<file path="config.mk">
export PLATFORM = sky130hd
export DESIGN_NAME = hp_bar_multi
export DESIGN_NICKNAME = d
export VERILOG_FILES = /design/src/rtl/hp_pkg.sv /design/src/rtl/hp_trail.sv /design/src/rtl/hp_bar_multi.sv
export SDC_FILE = /design/constraint.sdc
export NUM_CORES = 1
export LEC_CHECK = 0
export ABC_AREA = 1
export ABC_CLOCK_PERIOD_IN_PS = 5800
export CORE_ASPECT_RATIO = 1.4
export CORE_MARGIN = 4
export CORE_UTILIZATION = 45
export DETAILED_ROUTE_END_ITERATION = 16
export PLACE_DENSITY = 0.72
export SYNTH_ARGS = -nofsm -noshare
export SYNTH_HDL_FRONTEND = slang
export SYNTH_HIERARCHICAL = 1
export SYNTH_SLANG_ARGS = --single-unit
</file>
<file path="constraint.sdc">
create_clock -name Clk -period 5.8 [get_ports Clk]
set_clock_uncertainty 0.1 [all_clocks]
set_input_delay 0.87 -clock Clk [delete_from_list [all_inputs] [get_ports Clk]]
set_output_delay 0.87 -clock Clk [all_outputs]
set_load 0.01 [all_outputs]
</file>
<file path="src/rtl/hp_pkg.sv">
// Shared types for the multi-bar health display: trail FSM states, pixel
// classification codes and the bar placement helper.
package hp_pkg;

  typedef enum logic [1:0] {
    TR_IDLE  = 2'd0,
    TR_HOLD  = 2'd1,
    TR_DRAIN = 2'd2
  } trail_state_t;

  typedef enum logic [1:0] {
    PIX_BG    = 2'd0,
    PIX_FILL  = 2'd1,
    PIX_TRAIL = 2'd2
  } pix_code_t;

  localparam int DRAW_W = 10;

  // Left edge of bar idx in screen coordinates, wrapped to the draw width.
  function automatic logic [DRAW_W-1:0] bar_left(input int x0, input int pitch, input int idx);
    return DRAW_W'(x0 + idx * pitch);
  endfunction

endpackage

</file>
<file path="src/rtl/hp_trail.sv">
// One bar's per-frame HP latch and damage-trail FSM (idle / hold / drain).
// All state advances only on i_tick so a frame is rendered from frozen values.
module hp_trail
  import hp_pkg::*;
#(
  parameter int HP_W        = 10,
  parameter int HOLD_FRAMES = 30,
  parameter int TRAIL_STEP  = 2
) (
  input  logic            i_clk,
  input  logic            i_rst_n,
  input  logic            i_tick,
  input  logic [HP_W-1:0] i_hp,
  output logic [HP_W-1:0] o_hp_lat,
  output logic [HP_W-1:0] o_trail,
  output logic            o_zero,
  output trail_state_t    o_state
);

  localparam int HOLD_W = (HOLD_FRAMES > 1) ? $clog2(HOLD_FRAMES) : 1;
  localparam logic [HOLD_W-1:0] HOLD_INIT = HOLD_W'(HOLD_FRAMES - 1);
  localparam logic [HP_W-1:0]   STEP      = HP_W'(TRAIL_STEP);

  trail_state_t      r_state, w_state;
  logic [HP_W-1:0]   r_hp_lat;
  logic [HP_W-1:0]   r_trail, w_trail;
  logic [HOLD_W-1:0] r_hold, w_hold;
  logic              r_zero;
  logic [HP_W-1:0]   w_diff;

  // Heal beats damage beats the hold/drain progression; drain never undershoots.
  always_comb begin
    w_state = r_state;
    w_trail = r_trail;
    w_hold  = r_hold;
    w_diff  = r_trail - i_hp;
    if (i_hp >= r_trail) begin
      w_trail = i_hp;
      w_state = TR_IDLE;
      w_hold  = '0;
    end else if (i_hp < r_hp_lat) begin
      w_state = TR_HOLD;
      w_hold  = HOLD_INIT;
    end else begin
      case (r_state)
        TR_HOLD: begin
          if (r_hold == '0) w_state = TR_DRAIN;
          else              w_hold  = r_hold - HOLD_W'(1);
        end
        TR_DRAIN: begin
          if (w_diff <= STEP) begin
            w_trail = i_hp;
            w_state = TR_IDLE;
          end else begin
            w_trail = r_trail - STEP;
          end
        end
        default: ;
      endcase
    end
  end

  always_ff @(posedge i_clk or negedge i_rst_n) begin
    if (!i_rst_n) begin
      r_state  <= TR_IDLE;
      r_hp_lat <= '0;
      r_trail  <= '0;
      r_hold   <= '0;
      r_zero   <= 1'b0;
    end else if (i_tick) begin
      r_state  <= w_state;
      r_hp_lat <= i_hp;
      r_trail  <= w_trail;
      r_hold   <= w_hold;
      r_zero   <= (i_hp == '0);
    end
  end

  assign o_hp_lat = r_hp_lat;
  assign o_trail  = r_trail;
  assign o_zero   = r_zero;
  assign o_state  = r_state;

endmodule

</file>
<file path="src/rtl/hp_bar_multi.sv">
// Registered N-bar health overlay: per-bar trail FSMs, global blink phase and
// a one-cycle pixel classifier where the lowest-index bar wins overlaps.
module hp_bar_multi
  import hp_pkg::*;
#(
  parameter int N_BARS       = 2,
  parameter int HP_W         = 10,
  parameter int BAR_X0       = 100,
  parameter int BAR_PITCH    = 320,
  parameter int BAR_Y        = 460,
  parameter int BAR_H        = 10,
  parameter int LOW_THRESH   = 50,
  parameter int BLINK_FRAMES = 16,
  parameter int HOLD_FRAMES  = 30,
  parameter int TRAIL_STEP   = 2,
  localparam int BW          = (N_BARS > 1) ? $clog2(N_BARS) : 1
) (
  input  logic                     Clk,
  input  logic                     Reset_n,
  input  logic                     frame_tick,
  input  logic [DRAW_W-1:0]        DrawX,
  input  logic [DRAW_W-1:0]        DrawY,
  input  logic [N_BARS*HP_W-1:0]   hp_in,
  output logic [1:0]               pix_code,
  output logic [BW-1:0]            pix_bar,
  output logic [N_BARS-1:0]        hp_zero
);

  localparam int CW      = (HP_W > DRAW_W) ? HP_W : DRAW_W;
  localparam int BLINK_W = (BLINK_FRAMES > 1) ? $clog2(BLINK_FRAMES) : 1;
  localparam logic [BLINK_W-1:0] BLINK_LAST = BLINK_W'(BLINK_FRAMES - 1);
  localparam logic [HP_W-1:0]    LOW_T      = HP_W'(LOW_THRESH);

  logic [BLINK_W-1:0] r_blink_cnt;
  logic               r_blink_ph;

  logic [HP_W-1:0]   w_hp_lat [N_BARS];
  logic [HP_W-1:0]   w_trail  [N_BARS];
  trail_state_t      w_state  [N_BARS];
  logic [DRAW_W-1:0] w_dx     [N_BARS];
  logic [N_BARS-1:0] w_fill;
  logic [N_BARS-1:0] w_trl;
  logic [N_BARS-1:0] w_blank;
  logic [DRAW_W-1:0] w_dy;
  logic              w_rows;
  pix_code_t         w_code;
  logic [BW-1:0]     w_bar;

  always_ff @(posedge Clk or negedge Reset_n) begin
    if (!Reset_n) begin
      r_blink_cnt <= '0;
      r_blink_ph  <= 1'b0;
    end else if (frame_tick) begin
      if (r_blink_cnt == BLINK_LAST) begin
        r_blink_cnt <= '0;
        r_blink_ph  <= ~r_blink_ph;
      end else begin
        r_blink_cnt <= r_blink_cnt + BLINK_W'(1);
      end
    end
  end

  // Above the bar wraps to a large dy and so falls outside the row window.
  assign w_dy   = DrawY - DRAW_W'(BAR_Y);
  assign w_rows = (w_dy < DRAW_W'(BAR_H));

  for (genvar i = 0; i < N_BARS; i++) begin : g_bar
    hp_trail #(
      .HP_W        (HP_W),
      .HOLD_FRAMES (HOLD_FRAMES),
      .TRAIL_STEP  (TRAIL_STEP)
    ) u_trail (
      .i_clk    (Clk),
      .i_rst_n  (Reset_n),
      .i_tick   (frame_tick),
      .i_hp     (hp_in[i*HP_W +: HP_W]),
      .o_hp_lat (w_hp_lat[i]),
      .o_trail  (w_trail[i]),
      .o_zero   (hp_zero[i]),
      .o_state  (w_state[i])
    );

    assign w_dx[i]    = DrawX - bar_left(BAR_X0, BAR_PITCH, i);
    assign w_blank[i] = r_blink_ph && (w_hp_lat[i] != '0) && (w_hp_lat[i] <= LOW_T);
    assign w_fill[i]  = w_rows && !w_blank[i] && (CW'(w_dx[i]) < CW'(w_hp_lat[i]));
    // An idle bar always has trail equal to hp, so its trail span is empty.
    assign w_trl[i]   = w_rows && (w_state[i] != TR_IDLE) &&
                        (CW'(w_dx[i]) >= CW'(w_hp_lat[i])) &&
                        (CW'(w_dx[i]) <  CW'(w_trail[i]));
  end

  always_comb begin
    w_code = PIX_BG;
    w_bar  = '0;
    for (int i = N_BARS - 1; i >= 0; i--) begin
      if (w_fill[i]) begin
        w_code = PIX_FILL;
        w_bar  = BW'(i);
      end else if (w_trl[i]) begin
        w_code = PIX_TRAIL;
        w_bar  = BW'(i);
      end
    end
  end

  always_ff @(posedge Clk or negedge Reset_n) begin
    if (!Reset_n) begin
      pix_code <= 2'd0;
      pix_bar  <= '0;
    end else begin
      pix_code <= w_code;
      pix_bar  <= w_bar;
    end
  end

endmodule

</file>
==> impl_metrics.ini, run 1 <==
[outcome]
status = completed

[yosys]
synth_top_family_by_area = simple AND/OR/NAND/NOR gates
synth_seq_area_share_pct = 23.6
netlist_area_um2 = 6790
synthAdderAreaFrac_pct = 16.8
ys_types = 38
synth-simple-area-share_pct = 35.0
synth_compound_area_share_pct = 8.47
synthCells = 1021
postSynthRegisterBits = 64
avgSynthCellArea_um2 = 6.65
synth_fp_nets = 1154
synth-xor-area-share_pct = 3.74
muxShareOfSynthArea_pct = 0
yosysWarnings = 6

[critical_path]
crit_required_ns = 5.92
critPathArrivalTime_ns = 3.64
cp_max_fo = 14
cp-end-kind = flip-flop
path_class = input pin to flip-flop
start_kind = input pin

[floorplanning]
fp.dieW_um = 112
boundaryPins = 48
start_util_pct = 46.4
dieArea_um2 = 17100
core_region_area_um2 = 14600
fp-row-count = 52
die-height_um = 153

[sta]
rsz0062_at_grt = no
setup_viol = 0
tightest_slew_ns = 0.845
layout_min_cycle_time_ns = 3.52
fin_crit_sh_pct = 60.8
fmax_mhz = 284
max_slew_margin_pct = 43.7
finalHoldViolations = 0
fin_tns_setup_ns = 0
slew_violations = 0

[clock_tree]
cts_tree = done
cts_setup_buffers = 0
cts.sinks = 64
cts.repair.resized = 0
cts_buffers = 9
clock-root-buffer = clkbuf_16
clkLatencyLatePin_ns = 0.34
clkTransAtPathRegs_ns = 0.06
clk_path_buf_depth = 2
cts_hold_buf = 0
htreeDepth = 3

[power]
leakage_uw = 0.00424
seqPwrFrac_pct = 23.3
p_per_area_nw_per_um2 = 405
net-switching-power_uw = 1480
switching_share_pct = 47.4
p_int_uw = 1650
vdd_drop_max_mv = 0.196
combPwrFrac_pct = 57.6
p_clk_share_pct = 19.1

[placed_design]
port_buffers = 46
place_inst = 1248
post-dp-hpwl_um = 12900
gp_congestion = 0.883

[route]
via_per_inst = 4.96
met1_length_um = 6500
drt_iter0_markers = 260
route.met2.wl_um = 8230
maxUsedRoutingLayer = met4
num_vias = 6275
wl_per_cell_um = 12.5
finalWirelength_um = 15800
dr.pass1.iters = 6
drc = 0
wl_met3_um = 413
ant_nets = 0

[finish]
final_util_pct = 52.9
drive_gt1_share_pct = 6.98
insertedDiodeCount = 0
layout_common_cells = nand2_1 (314), inv_1 (192), ha_1 (88), nor2_1 (75), nand3_1 (70)
fin_nets = 1203
layout_commonest_cell = nand2_1
area_growth_pct = 13.9
stdcell_count = 1264
nFillCells = 1473

[global_routing]
grt_antenna_before_repair = 0
grt_pass1_vias = 6066
grt_pass1_wl_um = 27000
grt_max_degree = 65
grt_usage_pct = 18.9
overflow = 0

[hold_path]
min_path_type = flip-flop to flip-flop

[flow_run]
cap_violations = 0
routing by layer:
layer | vias to the layer above | track usage [%]
li1 | 3303 | -
met1 | 2839 | 20.9
met2 | 95 | 35.1
met3 | 38 | 2.69
met4 | 0 | 8.93
met5 | - | 0
sequential cells by signal, indices dropped and copies added, names as in the netlist:
register	cells
g_bar.u_trail/o_trail	20
g_bar.u_trail/o_hp_lat	20
g_bar.u_trail/o_zero	2
r_blink_cnt	4
pix_code	2
g_bar.u_trail/r_hold	10
g_bar.u_trail/o_state	4
pix_bar	1
r_blink_ph	1
critical path, cell delays in order:
cell	delay (ns)
clkdlybuf4s50_1	0.60
inv_1	0.12
ha_1	0.38
nand2_1	0.09
nand2_1	0.08
nand2_2	0.09
nand2_1	0.06
nand2_1	0.07
nand4_2	0.15
nand2_2	0.18
nor2_1	0.07
nor2_2	0.47
inv_1	0.23
nand2_1	0.11
nand2_1	0.05
cell families after synthesis:
logic type / count (synthesis)
buf+inv: 210
flops: 64
compound gates: 98
simple gates: 530
xor+xnor: 29
fa+ha+maj: 90
stage by stage:
stage / setup WS (ns) / hold WS, ns / power [µW] / area [µm²]
5_1_grt: 2.03 / 0.438 / 3480 / 7740
3_5_place_dp: 1.95 / 0.394 / 2540 / 7410
2_1_floorplan: 2.96 / 0.359 / 2160 / 6790
6_report: 2.28 / 0.411 / 3130 / 7740
3_3_place_gp: 2.00 / 0.378 / 2490 / 7410
4_1_cts: 2.30 / 0.413 / 3160 / 7740
synthesized netlist by cell type, drive strengths merged:
cell | n | area share, %
o211ai | 9 | 0.99
inv | 200 | 11
a32o | 2 | 0.29
clkbuf | 2 | 0.11
nand2 | 326 | 19
nand4 | 12 | 1.3
nor3 | 8 | 0.74
buf | 8 | 1.2
a21o | 2 | 0.22
o21bai | 2 | 0.22
o21a | 2 | 0.22
nor2 | 89 | 5.7
ha | 88 | 16
fa | 2 | 0.59
nand3b | 10 | 1.3
or2 | 2 | 0.18
nor4 | 2 | 0.18
xnor2 | 4 | 0.52
a21oi | 38 | 3.1
o21ai | 43 | 3.4
xor2 | 25 | 3.2
nand3 | 81 | 7.0
dfrtp | 64 | 24
path summary, 6_finish.rpt:
check,startpoint,end,slack (ns),cells after the start
setup / recovery,hp_in[3],g_bar[0].u_trail/o_trail[8],2.28,15
hold / removal,g_bar[1].u_trail/o_zero,g_bar[1].u_trail/o_zero,0.41,1
setup reg to reg,g_bar[1].u_trail/o_trail[0],g_bar[1].u_trail/o_trail[0],3.00,15
hold reg to reg,g_bar[1].u_trail/o_zero,g_bar[1].u_trail/o_zero,0.41,1
max in group asynchronous,Reset_n,pix_code[0],4.43,2
min in group asynchronous,Reset_n,g_bar[1].u_trail/o_trail[9],0.63,2
area by class of cell:
type,count,area [µm²],area share (%)
multi-input combinational,747,4350,56.2
sequential,64,1600,20.7
inverter,200,751,9.70
timing repair buffer,48,470,6.08
tap,189,236,3.06
clock buffer,9,225,2.91
clock inverter,7,104,1.34
power by group through the flow:
| stage | sequential (µW) | combinational, µW | clock (µW) |
|---|---|---|---|
| after floorplan | 692 | 1470 | 0 |
| after global placement | 733 | 1750 | 0 |
| after detailed placement | 737 | 1800 | 0 |
| after CTS | 730 | 1810 | 613 |
| after global routing | 756 | 2100 | 626 |
| final | 731 | 1800 | 598 |
Note: power is estimated with default switching activity, not from simulation.
==> run 2, diff against run 1 <==
--- a/config.mk
+++ b/config.mk
@@ -6,7 +6,7 @@
 export NUM_CORES = 1
 export LEC_CHECK = 0
 export ABC_AREA = 1
-export ABC_CLOCK_PERIOD_IN_PS = 5800
+export ABC_CLOCK_PERIOD_IN_PS = 3400
 export CORE_ASPECT_RATIO = 1.4
 export CORE_MARGIN = 4
 export CORE_UTILIZATION = 45
==> constraint.sdc (replaced) <==
create_clock -name Clk -period 3.4 [get_ports Clk]
set_clock_uncertainty 0.1 [all_clocks]
set_input_delay 0.51 -clock Clk [delete_from_list [all_inputs] [get_ports Clk]]
set_output_delay 0.51 -clock Clk [all_outputs]
set_load 0.01 [all_outputs]
==> run 2 against run 1 <==
  * Critical path depth unchanged
  * Non-clock buffer count up 20
  * Sequential share of layout area shrank 0.34 points
  * Largest power group unchanged
  * Power grew 68%
  * Flip-flop and latch count did not move
  * Design area up 1.7%
  * Count of clock-buffer cells in the layout stayed put
  * Sequential power increased by 71%
  * Register-to-register slack worse by 2.1 ns
  * Combinational power increased by 73%
  * Clock power up 53%
  * Global-route usage decreased by 0.11 points
==> impl_metrics.ini, run 2 (same netlist as run 1, synthesis figures left out) <==
[finish]
nFillCells = 1460
insertedDiodeCount = 0
area_growth_pct = 15.8
final_area_um2 = 7870
drive_gt1_share_pct = 8.68
fin_nets = 1223
layout_commonest_cell = nand2_1
layout_common_cells = nand2_1 (314), inv_1 (192), ha_1 (88), nor2_1 (75), nand3_1 (70)
stdcell_count = 1284

[flow_run]
cap_violations = 0

[route]
ant_nets = 0
drt_iter0_markers = 248
drc = 0
dr.pass1.iters = 4
via_per_inst = 4.91
finalWirelength_um = 15700
num_vias = 6300
wl_per_cell_um = 12.2

[global_routing]
grt_max_degree = 35
grt_antenna_before_repair = 0
grt_pass1_vias = 6050
overflow = 0
grt_pass1_wl_um = 26600
grt_usage_pct = 18.8

[sta]
fmax_mhz = 352
fin_tns_setup_ns = 0
fin_crit_sh_pct = 83.4
max_slew_margin_pct = 43.8
layout_min_cycle_time_ns = 2.84
rsz0062_at_grt = no
finalHoldViolations = 0
tightest_slew_ns = 0.842
setup_viol = 0
slew_violations = 0

[clock_tree]
cts_buffers = 9
cts_tree = done
clkTransAtPathRegs_ns = 0.06
clk_path_buf_depth = 2
cts_hold_buf = 0
cts.sinks = 64
htreeDepth = 3
clock-root-buffer = clkbuf_16
cts.repair.resized = 0
clkLatencyLatePin_ns = 0.33
cts_setup_buffers = 0

[critical_path]
crit_required_ns = 3.53
crit_path_top_delay_cell = clkdlybuf4s50_1
crit_path_cell_trace = clkdlybuf4s50_1, inv_1, ha_1, a21oi_1, nand2_1, nand2_1, xor2_1, ha_1, nand2_1, inv_2, a21oi_1, nand3_1, nand3b_1, nand2_2, nor2_2
cp-end-kind = flip-flop
max_stage_delay_ns = 0.45
start_kind = input pin
cp_max_fo = 3
critPathArrivalTime_ns = 2.97
cp_common_cell = nand2_1
path_class = input pin to flip-flop

[outcome]
status = completed

[placed_design]
post-dp-hpwl_um = 13300
port_buffers = 46
place_area_um2 = 7570
gp_congestion = 0.864
place_inst = 1268

[hold_path]
min_path_type = input pin to asynchronous set/reset pin

[floorplanning]
start_util_pct = 46.4
core_region_area_um2 = 14600
fp.dieW_um = 112
fp-row-count = 52
die-height_um = 153
dieArea_um2 = 17100
boundaryPins = 48

[power]
vdd_drop_max_mv = 0.379
leakage_uw = 0.00433
p_per_area_nw_per_um2 = 670
-- run 2: cell count changes in the layout (fill, tap and decap cells not counted) --
cell,previous run,this run
buf_4,2,21
clkinv_2,0,3
buf_12,0,1
bufinv_16,2,1
clkinv_4,3,2
inv_6,2,1
-- run 2: routing by layer --
metal  global-route usage, %  up-vias  wire length [µm]
met5                       0        -                 0
met4                    8.00        0               493
met3                    2.41       29               353
met2                    36.4       89              8560
met1                    20.1     2840              6290
li1                        -     3342                 -
-- run 2: through the flow --
stage	setup slack [ns]	utilization, %	total power [µW]	hold slack [ns]
6_report	0.563	53.7	5270	0.178
5_1_grt	0.361	53.7	5900	0.248
4_1_cts	0.552	53.7	5320	0.200
3_5_place_dp	0.198	51.7	4390	0.389
3_3_place_gp	0.230	51.7	4310	0.376
2_1_floorplan	0.918	-	3690	0.114
-- run 2: final timing paths --
path / from / endpoint / slack [ns] / depth (start not counted)
max in group asynchronous: Reset_n / g_bar[0].u_trail/o_trail[4] / 2.38 / 2
min reg2reg: g_bar[1].u_trail/o_zero / g_bar[1].u_trail/o_zero / 0.40 / 1
min: Reset_n / g_bar[1].u_trail/o_trail[9] / 0.18 / 1
max: DrawX[2] / pix_code[1] / 0.56 / 15
min in group Clk: g_bar[1].u_trail/o_zero / g_bar[1].u_trail/o_zero / 0.40 / 1
max reg2reg: g_bar[1].u_trail/o_trail[0] / g_bar[1].u_trail/o_trail[2] / 0.87 / 16
-- run 2: area by class of cell --
cell class                 count  area (µm²)  share of cell area (%)
clock buffer                   9         225                    2.86
sequential                    64        1600                    20.4
tap                          189         236                    3.01
multi-input combinational    747        4350                    55.3
clock inverter                 7        71.3                   0.906
timing repair buffer          68         633                    8.05
inverter                     200         751                    9.54
-- run 2: critical path: cells and delay by family --
| kind | cells | cell delay [ns] |
|---|---|---|
| adders and majority gates | 2 | 0.51 |
| xor gates and xnor gates | 1 | 0.29 |
| AOI/OAI and AO/OA | 2 | 0.39 |
| buffers and inverters | 3 | 0.56 |
| and+or+nand+nor | 7 | 0.72 |
-- run 2: where the power goes --
| part | leakage, µW | internal, µW | total [µW] | switching, µW |
|---|---|---|---|---|
| logic | 0.00338 | 1210 | 3120 | 1900 |
| registers | 0.000798 | 997 | 1250 | 248 |
| clock network | 0.000150 | 568 | 912 | 344 |
| total | 0.00433 | 2780 | 5270 | 2490 |
